`src/rtl/vedic_div32by16.sv`:
```
// vedic_div32by16: sequential signed 32/16 divider with truncating semantics.
// It sits beside the 16x16 signed multiplier and undoes its product.
// The core is a radix-2 restoring divider that works on magnitudes and
// takes 32 steps. One more cycle applies the signs, checks the quotient
// range and registers the results.
//
//   state  | meaning
//   -------+-------------------------------------------------------------
//   S_IDLE | in_ready high; accept operands and latch magnitudes/signs
//   S_CALC | one restoring step per cycle, 32 steps (down-counter 31..0)
//   S_FIX  | apply signs, range-check, register quotient/remainder/flags
//   S_DONE | out_valid high, results held until out_ready
module vedic_div32by16 (
    input  logic        clk,
    input  logic        rst,
    input  logic        in_valid,
    output logic        in_ready,
    input  logic [31:0] dividend,
    input  logic [15:0] divisor,
    output logic        out_valid,
    input  logic        out_ready,
    output logic [15:0] quotient,
    output logic [15:0] remainder,
    output logic        ovf,
    output logic        div_zero
);

    typedef enum logic [1:0] {
        S_IDLE = 2'd0,
        S_CALC = 2'd1,
        S_FIX  = 2'd2,
        S_DONE = 2'd3
    } state_t;

    state_t      r_state;
    logic [4:0]  r_cnt;
    // The running remainder is always below the divisor magnitude
    // (at most 0x7FFF), so 16 bits hold it between steps. The 17-bit width
    // that the restoring compare needs exists only in w_shift and w_trial.
    logic [15:0] r_prem;
    logic [31:0] r_qreg;
    logic [15:0] r_dmag;
    logic        r_sign_q;
    logic        r_sign_r;
    logic        r_out_valid;
    logic [15:0] r_quot;
    logic [15:0] r_rem;
    logic        r_ovf;
    logic        r_div_zero;

    logic [31:0] w_dvd_mag;
    logic [15:0] w_dvs_mag;
    logic        w_dvs_zero;
    logic        w_accept;
    logic [16:0] w_shift;
    logic [16:0] w_trial;
    logic        w_q_bit;
    logic [16:0] w_prem_next;
    logic [15:0] w_q_neg;
    logic [15:0] w_r_neg;
    logic        w_q_ovf;
    logic [15:0] w_q_fix;
    logic [15:0] w_r_fix;

    // Operand magnitudes. Negating 0x80000000 or 0x8000 yields the same bit
    // pattern, which is the correct unsigned magnitude, so no extra width is needed.
    assign w_dvd_mag  = dividend[31] ? (~dividend + 32'd1) : dividend;
    assign w_dvs_mag  = divisor[15]  ? (~divisor + 16'd1)  : divisor;
    assign w_dvs_zero = (divisor == 16'd0);
    assign w_accept   = in_valid && (r_state == S_IDLE);

    // One restoring step: bring in the next dividend bit, then try to subtract.
    assign w_shift     = {r_prem, r_qreg[31]};
    assign w_trial     = w_shift - {1'b0, r_dmag};
    assign w_q_bit     = ~w_trial[16];
    assign w_prem_next = w_q_bit ? w_trial : w_shift;

    // Sign application and range check on the 32-bit quotient magnitude.
    // A negative quotient may reach magnitude 0x8000. A positive quotient stops at 0x7FFF.
    assign w_q_neg = ~r_qreg[15:0] + 16'd1;
    assign w_r_neg = ~r_prem + 16'd1;
    assign w_q_ovf = r_sign_q ? (r_qreg > 32'h0000_8000) : (r_qreg > 32'h0000_7FFF);

    always_comb begin
        w_q_fix = r_qreg[15:0];
        if (w_q_ovf) begin
            w_q_fix = r_sign_q ? 16'h8000 : 16'h7FFF;
        end else if (r_sign_q) begin
            w_q_fix = w_q_neg;
        end
    end

    // A zero remainder stays zero whatever the sign of the dividend.
    always_comb begin
        w_r_fix = r_prem;
        if (r_sign_r && (r_prem != 16'd0)) begin
            w_r_fix = w_r_neg;
        end
    end

    // Sequencer, datapath registers and registered outputs.
    always_ff @(posedge clk or posedge rst) begin
        if (rst) begin
            r_state     <= S_IDLE;
            r_cnt       <= 5'd0;
            r_prem      <= 16'd0;
            r_qreg      <= 32'd0;
            r_dmag      <= 16'd0;
            r_sign_q    <= 1'b0;
            r_sign_r    <= 1'b0;
            r_out_valid <= 1'b0;
            r_quot      <= 16'd0;
            r_rem       <= 16'd0;
            r_ovf       <= 1'b0;
            r_div_zero  <= 1'b0;
        end else begin
            case (r_state)
                S_IDLE: begin
                    if (w_accept) begin
                        r_sign_q <= dividend[31] ^ divisor[15];
                        r_sign_r <= dividend[31];
                        r_qreg   <= w_dvd_mag;
                        r_dmag   <= w_dvs_mag;
                        r_prem   <= 16'd0;
                        r_cnt    <= 5'd31;
                        if (w_dvs_zero) begin
                            // Divide by zero skips the datapath and presents the result on the accept edge.
                            r_quot      <= 16'hFFFF;
                            r_rem       <= dividend[15:0];
                            r_ovf       <= 1'b0;
                            r_div_zero  <= 1'b1;
                            r_out_valid <= 1'b1;
                            r_state     <= S_DONE;
                        end else begin
                            r_state <= S_CALC;
                        end
                    end
                end
                S_CALC: begin
                    r_prem <= w_prem_next[15:0];
                    r_qreg <= {r_qreg[30:0], w_q_bit};
                    if (r_cnt == 5'd0) begin
                        r_state <= S_FIX;
                    end else begin
                        r_cnt <= r_cnt - 5'd1;
                    end
                end
                S_FIX: begin
                    r_quot      <= w_q_fix;
                    r_rem       <= w_r_fix;
                    r_ovf       <= w_q_ovf;
                    r_div_zero  <= 1'b0;
                    r_out_valid <= 1'b1;
                    r_state     <= S_DONE;
                end
                S_DONE: begin
                    if (out_ready) begin
                        r_out_valid <= 1'b0;
                        r_state     <= S_IDLE;
                    end
                end
                default: begin
                    r_state     <= S_IDLE;
                    r_out_valid <= 1'b0;
                end
            endcase
        end
    end

    assign in_ready  = (r_state == S_IDLE);
    assign out_valid = r_out_valid;
    assign quotient  = r_quot;
    assign remainder = r_rem;
    assign ovf       = r_ovf;
    assign div_zero  = r_div_zero;

endmodule

```
`config.mk`:
```
export PLATFORM = sky130hd
export DESIGN_NAME = vedic_div32by16
export DESIGN_NICKNAME = d
export VERILOG_FILES = /design/src/rtl/vedic_div32by16.sv
export SDC_FILE = /design/constraint.sdc
export NUM_CORES = 1
export LEC_CHECK = 0
export CORE_UTILIZATION = 25
export DETAILED_ROUTE_END_ITERATION = 16
export PLACE_DENSITY = 0.39
export SLEW_MARGIN = 10
export SYNTH_ARGS = -nofsm -noshare
export SYNTH_HDL_FRONTEND = slang
export SYNTH_SLANG_ARGS = --single-unit
```
`constraint.sdc`:
```
create_clock -name clk -period 4.6 [get_ports clk]
set_clock_uncertainty 0.05 [all_clocks]
set_input_delay 0.46 -clock clk [delete_from_list [all_inputs] [get_ports clk]]
set_output_delay 0.46 -clock clk [all_outputs]
set_load 0.01 [all_outputs]
```
==> results of run 1 <==
metrics by stage:
step | instance area, sq um | setup WS (ps)
floorplan | 7120 | 1240
detailed placement | 8440 | 929
global placement | 8440 | 937
global route | 8700 | 1240
finish | 8700 | 1330
CTS | 8700 | 1310
final cells by class:
cell class	count	area [sq um]	area share (%)
Clock inverter	4	26.3	0.302
Clock buffer	11	243	2.79
Inverter	39	149	1.71
Sequential cell	108	2700	31.0
Tap cell	378	473	5.43
Timing Repair Buffer	103	991	11.4
Multi-Input combinational cell	656	4120	47.3
registers in the layout, summed over array words and instances (netlist names):
name and cells:
div_zero 1, out_valid 1, ovf 1, quotient 16
r_cnt 5, r_dmag 16, r_prem 16, r_qreg 32
r_sign_q 1, r_sign_r 1, r_state 2, remainder 16
where the power goes:
| group | internal [mW] | total (mW) | switching (mW) |
|---|---|---|---|
| sequential | 1.36 | 1.78 | 0.419 |
| combinational | 1.37 | 3.21 | 1.84 |
| clock | 0.380 | 0.755 | 0.375 |
| total | 3.11 | 5.74 | 2.63 |
cell usage after synthesis (all sizes together), types with 15 or more instances:
cell    count  share of area, %
a21oi      66               4.6
clkbuf     34               1.8
dfrtp     108                38
ha         26               4.6
inv        39               2.1
mux2i      17               2.4
nand2      91               4.8
nand3      15               1.1
nor2       67               3.5
o21ai     110               7.9
o31ai      19               2.0
xnor2      27               3.3
xor2       49               6.0
layer usage:
layer  share of wire, %  up-vias  routed length (microns)  global-route usage, %
met5                  0        -                        0                      0
met4                1.2        0                      265                   4.00
met3                2.8       17                      600                   2.06
met2                 49       96                    10400                   26.4
met1                 47     2945                     9960                   19.9
li1                   -     3193                        -                      -
cell families after synthesis:
group,share of synthesized area (%)
flops,37.9
simple gates,16.3
fa+ha+maj,4.85
buf+inv,4.22
compound gates,24.8
xor+xnor,9.35
mux,2.55
final timing paths:
path,startpoint,endpoint,cells after the start
min,r_dmag[8],r_dmag[8],2
max reg2reg,r_qreg[31],r_prem[4],11
min reg2reg,r_dmag[8],r_dmag[8],2
max in group asynchronous,rst,r_qreg[12],3
max,dividend[8],r_qreg[24],8
min in group asynchronous,rst,r_cnt[1],2
worst reg2reg max path: stages, from the launching register on:
cell,delay [ps]
dfrtp_1,510
inv_1,80
ha_1,230
fa_1,400
nor2b_1,200
o31a_1,270
o211ai_1,140
a211oi_1,250
nand3b_1,130
buf_4,310
mux2i_1,240
o21ai_0,90
==> impl_metrics.tcl, run 1 <==
set metrics [dict create \
    syn_inst 844 \
    syn-mean-instance-area_sq_um 8.44 \
    ys_seq_area_share_pct 37.9 \
    vias_per_cell 4.81 \
    drive_gt1_share_pct 5.65 \
    hold_class "flip-flop to flip-flop" \
    synth-seq-cells 108 \
    p_per_area_nw_per_um2 660 \
    place_congestion 0.779 \
    syn-cell-area_sq_um 7120 \
    crit_path_cell_trace "clkdlybuf4s50_1 -> or4_4 -> or4_4 -> or4_4 -> or3_4 -> o21ai_2 -> xor2_1 -> o22ai_1" \
    die_w_microns 171 \
    area_growth_pct 22.2 \
    synthFlopType "dfrtp_1" \
    grt-ovfl-total 0 \
    yosysUniqueCellTypes 59 \
    r2r_slack_ps 1570 \
    antenna_found_initial 0 \
    async_flop_share_pct 100 \
    clkTransAtPathRegs_ps 70 \
    cp_slowest_cell "or4_4" \
    cpPeakStageDelay_ps 610 \
    nFillCells 3023 \
    root_buffer "clkbuf_16" \
    drt_iter0_drc 293 \
    die_area_sq_um 29200 \
    fp.dieH_microns 171 \
    drv_cap 0 \
    dr.pass1.iters 4 \
    yosysWarnings 0 \
    grt_pass1_wl_microns 34600 \
    synth_nets 923 \
    period_needed_ps 3270 \
    synth-edff-count 0 \
    cts_sinks 108 \
    required_ps 4770 \
    worst-slew-pin-transition_ps 1000 \
    worst-setup-path-type "input port to flip-flop" \
    core_area_sq_um 27900 \
    cts_resized 0 \
    start_kind "input port" \
    layoutNonFillerInstCount 1299 \
    worstPathArrival_ps 3440 \
    rsz0062_at_grt "no" \
    hold_slack_ps 427 \
    end_kind "flip-flop" \
    routed-via-count 6251 \
    num_rows 61 \
    dp_hpwl_microns 16200 \
    cts_tree "yes" \
    cp_top_family "simple AND/OR/NAND/NOR gates" \
    cts_buffers 9 \
    min_period_over_period_pct 71.1 \
    remaining_drc_errors 0 \
    p_leak_nw 3.50 \
    io_buffer_count 87 \
    final_nets 996 \
    mostFrequentLayoutCell "dfrtp_1" \
    max-vdd-ir-drop_uv 237 \
    clock_latency_ps 360 \
    total_power_mw 5.74 \
    fin_setup_tns_ps 0 \
    slew_violations 0 \
    io_pins 88 \
    wl_per_cell_microns 16.3 \
    drtAntennaViolNets 0 \
    grt.total_usage_pct 15.3 \
    final_util_pct 31.2 \
    diodes 0 \
    wl_microns 21200 \
    setup_viol 0 \
    postCtsHoldBufs 0 \
    htreeDepth 3 \
    hold_violations 0 \
    critPathMaxFanout 4 \
    grt_pass1_vias 6241 \
    fmax_ghz 0.306 \
    dpl.cell_count 1284 \
    cp_num_buf_inv 1 \
    cts_buffer_depth 2 \
    relSlewSlack_pct 32.8 \
    cp_common_cell "or4_4" \
    postCtsSetupBuffers 0 \
    grt_max_degree 73 \
    status "finished, final reports clean" \
    start_util_pct 25.5 \
    layout_common_cells "dfrtp_1, o21ai_0, nand2_1" \
]
Power figures use the tool's default switching activity.
==> run 2: changes to the inputs <==
==> constraint.sdc (replaced) <==
create_clock -name clk -period 3.4 [get_ports clk]
set_clock_uncertainty 0.05 [all_clocks]
set_input_delay 0.34 -clock clk [delete_from_list [all_inputs] [get_ports clk]]
set_output_delay 0.34 -clock clk [all_outputs]
set_load 0.01 [all_outputs]
==> run 2 against run 1 <==
First-iteration DRC count up 2.0%. Non-clock buffer count rose by 26. Count of clock-buffer cells in the layout up 1. Largest power group unchanged.
==> impl_metrics.tcl, run 2 (synthesis gave the netlist of run 1 again) <==
set metrics [dict create \
    drtAntennaViolNets 0 \
    rsz0062_at_grt "no" \
    mostFrequentLayoutCell "dfrtp_1" \
    worstPathArrival_ps 3220 \
    nFillCells 3052 \
    io_pins 88 \
    p_leak_nw 3.66 \
    multiInputGateArea_sq_um 4120 \
    cp_num_buf_inv 1 \
    end_kind "flip-flop" \
    cts_sinks 108 \
    root_buffer "clkbuf_16" \
    place_ws_ps -62.4 \
    dp_hpwl_microns 16500 \
    num_rows 61 \
    cpPeakStageDelay_ps 580 \
    crit_path_cell_trace "clkdlybuf4s50_1 -> or4_4 -> or4_4 -> or4_4 -> or3_4 -> o21ai_2 -> xor2_1 -> o22ai_1" \
    grt-ovfl-total 0 \
    slew_violations 0 \
    postLayoutCellArea_sq_um 8980 \
    cts_buffers 9 \
    io_buffer_count 87 \
    hold_class "input port to asynchronous set/reset pin" \
    min_period_over_period_pct 89.8 \
    cts_buffer_depth 2 \
    grt.total_usage_pct 15.5 \
    final_nets 1022 \
    dr.pass1.iters 4 \
    drv_cap 0 \
    htreeDepth 3 \
    place_area_sq_um 8660 \
    wl_per_cell_microns 16.3 \
    cts_tree "yes" \
    die_w_microns 171 \
    cp_slowest_cell "or4_4" \
    grt_pass1_vias 6276 \
    place_congestion 0.782 \
    drive_gt1_share_pct 8.44 \
    layout_common_cells "dfrtp_1, o21ai_0, nand2_1" \
    clock_latency_ps 360 \
    antenna_found_initial 0 \
    postCtsSetupBuffers 0 \
    worst-slew-pin-transition_ps 878 \
    clkTransAtPathRegs_ps 80 \
    r2r_slack_ps 620 \
    worst-setup-path-type "input port to flip-flop" \
    largest_register_ffs 32 \
    fp.dieH_microns 171 \
    cp_top_family "simple AND/OR/NAND/NOR gates" \
    area_growth_pct 26.1 \
    r2r-start "r_prem[0]" \
    hold_violations 0 \
    worst_slack_ps 348 \
    cp_common_cell "or4_4" \
    p_per_area_nw_per_um2 898 \
    total_power_mw 8.06 \
    fmax_ghz 0.328 \
    required_ps 3570 \
    r2r_end "r_prem[9]" \
    die_area_sq_um 29200 \
    status "finished, final reports clean" \
    critPathMaxFanout 4 \
    start_kind "input port" \
    layoutNonFillerInstCount 1327 \
    grt_pass1_wl_microns 35300 \
    start_util_pct 25.5 \
    period_needed_ps 3050 \
    setup_viol 0 \
    wl_microns 21600 \
    hold_slack_ps 352 \
    relSlewSlack_pct 41.3 \
    core_area_sq_um 27900 \
    max-vdd-ir-drop_uv 302 \
    reg2reg_depth 10 \
    seqCellArea_sq_um 2700 \
    cts_resized 0 \
    routed-via-count 6295 \
    fin_setup_tns_ps 0 \
    final_util_pct 32.1 \
    vias_per_cell 4.74 \
    dpl.cell_count 1310 \
    grt_max_degree 64 \
    postCtsHoldBufs 0 \
    regMostFlops "r_qreg" \
    remaining_drc_errors 0 \
    drt_iter0_drc 299 \
]
==> run 2: cell type report <==
| class | count | area share, % |
|---|---|---|
| clock buffer | 12 | 2.97 |
| sequential | 108 | 30.1 |
| inverter | 39 | 1.66 |
| clock inverter | 4 | 0.613 |
| antenna | 1 | 0.0279 |
| tap | 378 | 5.27 |
| timing repair buffer | 129 | 13.5 |
| multi-input combinational | 656 | 45.9 |
==> run 2: metal layers <==
metal  up-vias  track usage (%)  share of wire [%]
li1       3238                -                  -
met1      2977             20.6                 48
met2        69             26.9                 49
met3        11             1.50                1.9
met4         0             3.76               0.91
met5         -                0                  0
==> run 2: worst max path at each step <==
stage / start / to / slack [ps] / depth (start not counted)
global route: dividend[8] / r_qreg[24] / 290 / 8
detailed placement: dividend[8] / r_qreg[24] / -60 / 8
CTS: dividend[8] / r_qreg[24] / 320 / 8
finish: dividend[8] / r_qreg[24] / 350 / 8
floorplan: rst / div_zero / 160 / 1
global placement: dividend[8] / r_qreg[24] / -60 / 8
==> run 2: where the power goes <==
group / switching (mW) / leakage [nW] / internal, mW / total, mW
clock network: 0.525 / 0.155 / 0.638 / 1.16
registers: 0.539 / 1.29 / 1.84 / 2.37
logic: 2.55 / 2.21 / 1.97 / 4.53
total: 3.62 / 3.66 / 4.45 / 8.06
==> run 3: changes to the inputs <==
==> constraint.sdc (replaced) <==
create_clock -name clk -period 3.72 [get_ports clk]
set_clock_uncertainty 0.05 [all_clocks]
set_input_delay 0.372 -clock clk [delete_from_list [all_inputs] [get_ports clk]]
set_output_delay 0.372 -clock clk [all_outputs]
set_load 0.01 [all_outputs]
==> run 3 against run 2 <==
Via count down 0.16%. Largest power group unchanged. Die area unchanged. Sequential power down 8%. Largest cell class unchanged. Core utilization down 0.65 points. Routed wire length down 0.41%. Worst setup slack better by 240 ps. Highest routed layer unchanged. First-iteration DRC count up 24%. Design area down 2.0%.
==> impl_metrics.tcl, run 3 (synthesis gave the netlist of run 1 again) <==
set metrics [dict create \
    status "finished, final reports clean" \
    seqCellArea_sq_um 2700 \
    fin_setup_tns_ps 0 \
    grt_pass1_vias 6222 \
    wl_microns 21600 \
    route.met3.wl_microns 449 \
    max-vdd-ir-drop_uv 287 \
    postCtsHoldBufs 0 \
    relSlewSlack_pct 23.1 \
    cts_sinks 108 \
    antenna_found_initial 0 \
    root_buffer "clkbuf_16" \
    rsz0062_at_grt "no" \
    grt-ovfl-total 0 \
    largest_register_ffs 32 \
    cp_common_cell "or4_4" \
    switching_share_pct 45.7 \
    crit_path_cell_trace "clkdlybuf4s50_1 -> or4_4 -> or4_4 -> or4_4 -> or3_4 -> o21ai_2 -> xor2_1 -> o22ai_1" \
    place_area_sq_um 8520 \
    die_area_sq_um 29200 \
    layout_common_cells "dfrtp_1, o21ai_0, nand2_1" \
    cpPeakStageDelay_ps 600 \
    remaining_drc_errors 0 \
    drt_iter0_drc 371 \
    pwr-share-comb_pct 56.4 \
    required_ps 3880 \
    cp_top_family "simple AND/OR/NAND/NOR gates" \
    postCtsSetupBuffers 0 \
    vias_per_cell 4.81 \
    routed-via-count 6285 \
    p_leak_nw 3.55 \
    grt.total_usage_pct 15.5 \
    cp_num_buf_inv 1 \
    io_buffer_count 87 \
    regMostFlops "r_qreg" \
    core_area_sq_um 27900 \
    cts_tree "yes" \
    nFillCells 3010 \
    final_nets 1006 \
    cts_buffers 9 \
    postLayoutCellArea_sq_um 8800 \
    end_kind "flip-flop" \
    cts_resized 0 \
    start_util_pct 25.5 \
    p_int_mw 3.90 \
    num_rows 61 \
    area_growth_pct 23.6 \
    dr.pass1.iters 6 \
    wl_per_cell_microns 16.5 \
    worst-setup-path-type "input port to flip-flop" \
    slew_violations 0 \
    seqPwrFrac_pct 30.4 \
    critPathMaxFanout 4 \
    fmax_ghz 0.320 \
    multiInputGateArea_sq_um 4120 \
    mostFrequentLayoutCell "dfrtp_1" \
    worst-slew-pin-transition_ps 1150 \
    place_congestion 0.761 \
    hold_violations 0 \
    hold_class "flip-flop to flip-flop" \
    period_needed_ps 3130 \
    grt_pass1_wl_microns 35000 \
    topRoutingLayerUsed "met4" \
    wl_met1_microns 10300 \
    dp_hpwl_microns 16200 \
    clock_latency_ps 350 \
    htreeDepth 3 \
    start_kind "input port" \
    drtAntennaViolNets 0 \
    min_period_over_period_pct 84.1 \
    io_pins 88 \
    fp.dieH_microns 171 \
    diodes 0 \
    grt_max_degree 58 \
    cp_slowest_cell "or4_4" \
    drive_gt1_share_pct 6.67 \
    cts_buffer_depth 2 \
    worstPathArrival_ps 3290 \
    drv_cap 0 \
    p_per_area_nw_per_um2 818 \
    die_w_microns 171 \
    setup_viol 0 \
    clock_power_share_pct 13.2 \
    clkTransAtPathRegs_ps 80 \
    switchingPower_mw 3.29 \
    wl_met2_microns 10500 \
]
[run 3: changes by cell type in the layout (fill, tap and decap cells not counted), sizes merged]
cell	change
buf	-16
bufinv	-1
diode	-1
inv	-1
clkbuf	-1
clkinvlp	+1
[run 3: metrics by stage]
stage / total power [mW] / cells / util [%] / hold slack (ps) / worst slack, ps
finish: 7.20 / 1308 / 31.5 / 428 / 592
global route: 7.90 / 1308 / 31.5 / 444 / 354
CTS: 7.31 / 1308 / 31.5 / 437 / 572
detailed placement: 6.32 / 1294 / 30.5 / 421 / 187
global placement: 6.32 / 1294 / 30.5 / 413 / 203
floorplan: 4.92 / 844 / - / 400 / 452
[run 3: path summary, 6_finish.rpt]
path | from | end | slack [ps] | cells after the start
min reg2reg | r_dmag[12] | r_dmag[12] | 430 | 2
max reg2reg | r_qreg[31] | r_prem[7] | 850 | 11
max in group asynchronous | rst | remainder[13] | 2370 | 3
min in group asynchronous | rst | r_cnt[3] | 470 | 2
min | r_dmag[12] | r_dmag[12] | 430 | 2
max | dividend[8] | r_qreg[24] | 590 | 8
[run 3: tightest hold or removal path: stages (launching register included)]
cell and delay, ps:
dfrtp_1 340, nand2_1 50, o21ai_0 60
[run 3: layout make-up]
cell class	instances	share of cell area [%]
Sequential cell	108	30.7
Timing Repair Buffer	113	12.3
Tap cell	378	5.37
Clock inverter	3	0.270
Multi-Input combinational cell	656	46.8
Inverter	39	1.69
Clock buffer	11	2.87
[run 3: metal layers]
metal	vias up	GRT usage [%]
met1	2985	20.4
met3	13	1.62
li1	3205	-
met2	82	26.6
met4	0	4.47
met5	-	0
[run 3: power by group through the flow]
stage                     Combinational, mW  Sequential, mW  Clock (mW)
final                                  4.06            2.19       0.952
after global routing                   4.60            2.27        1.04
after CTS                              4.12            2.20       0.996
after detailed placement               4.10            2.22           0
after global placement                 4.10            2.22           0
after floorplan                        2.82            2.09           0
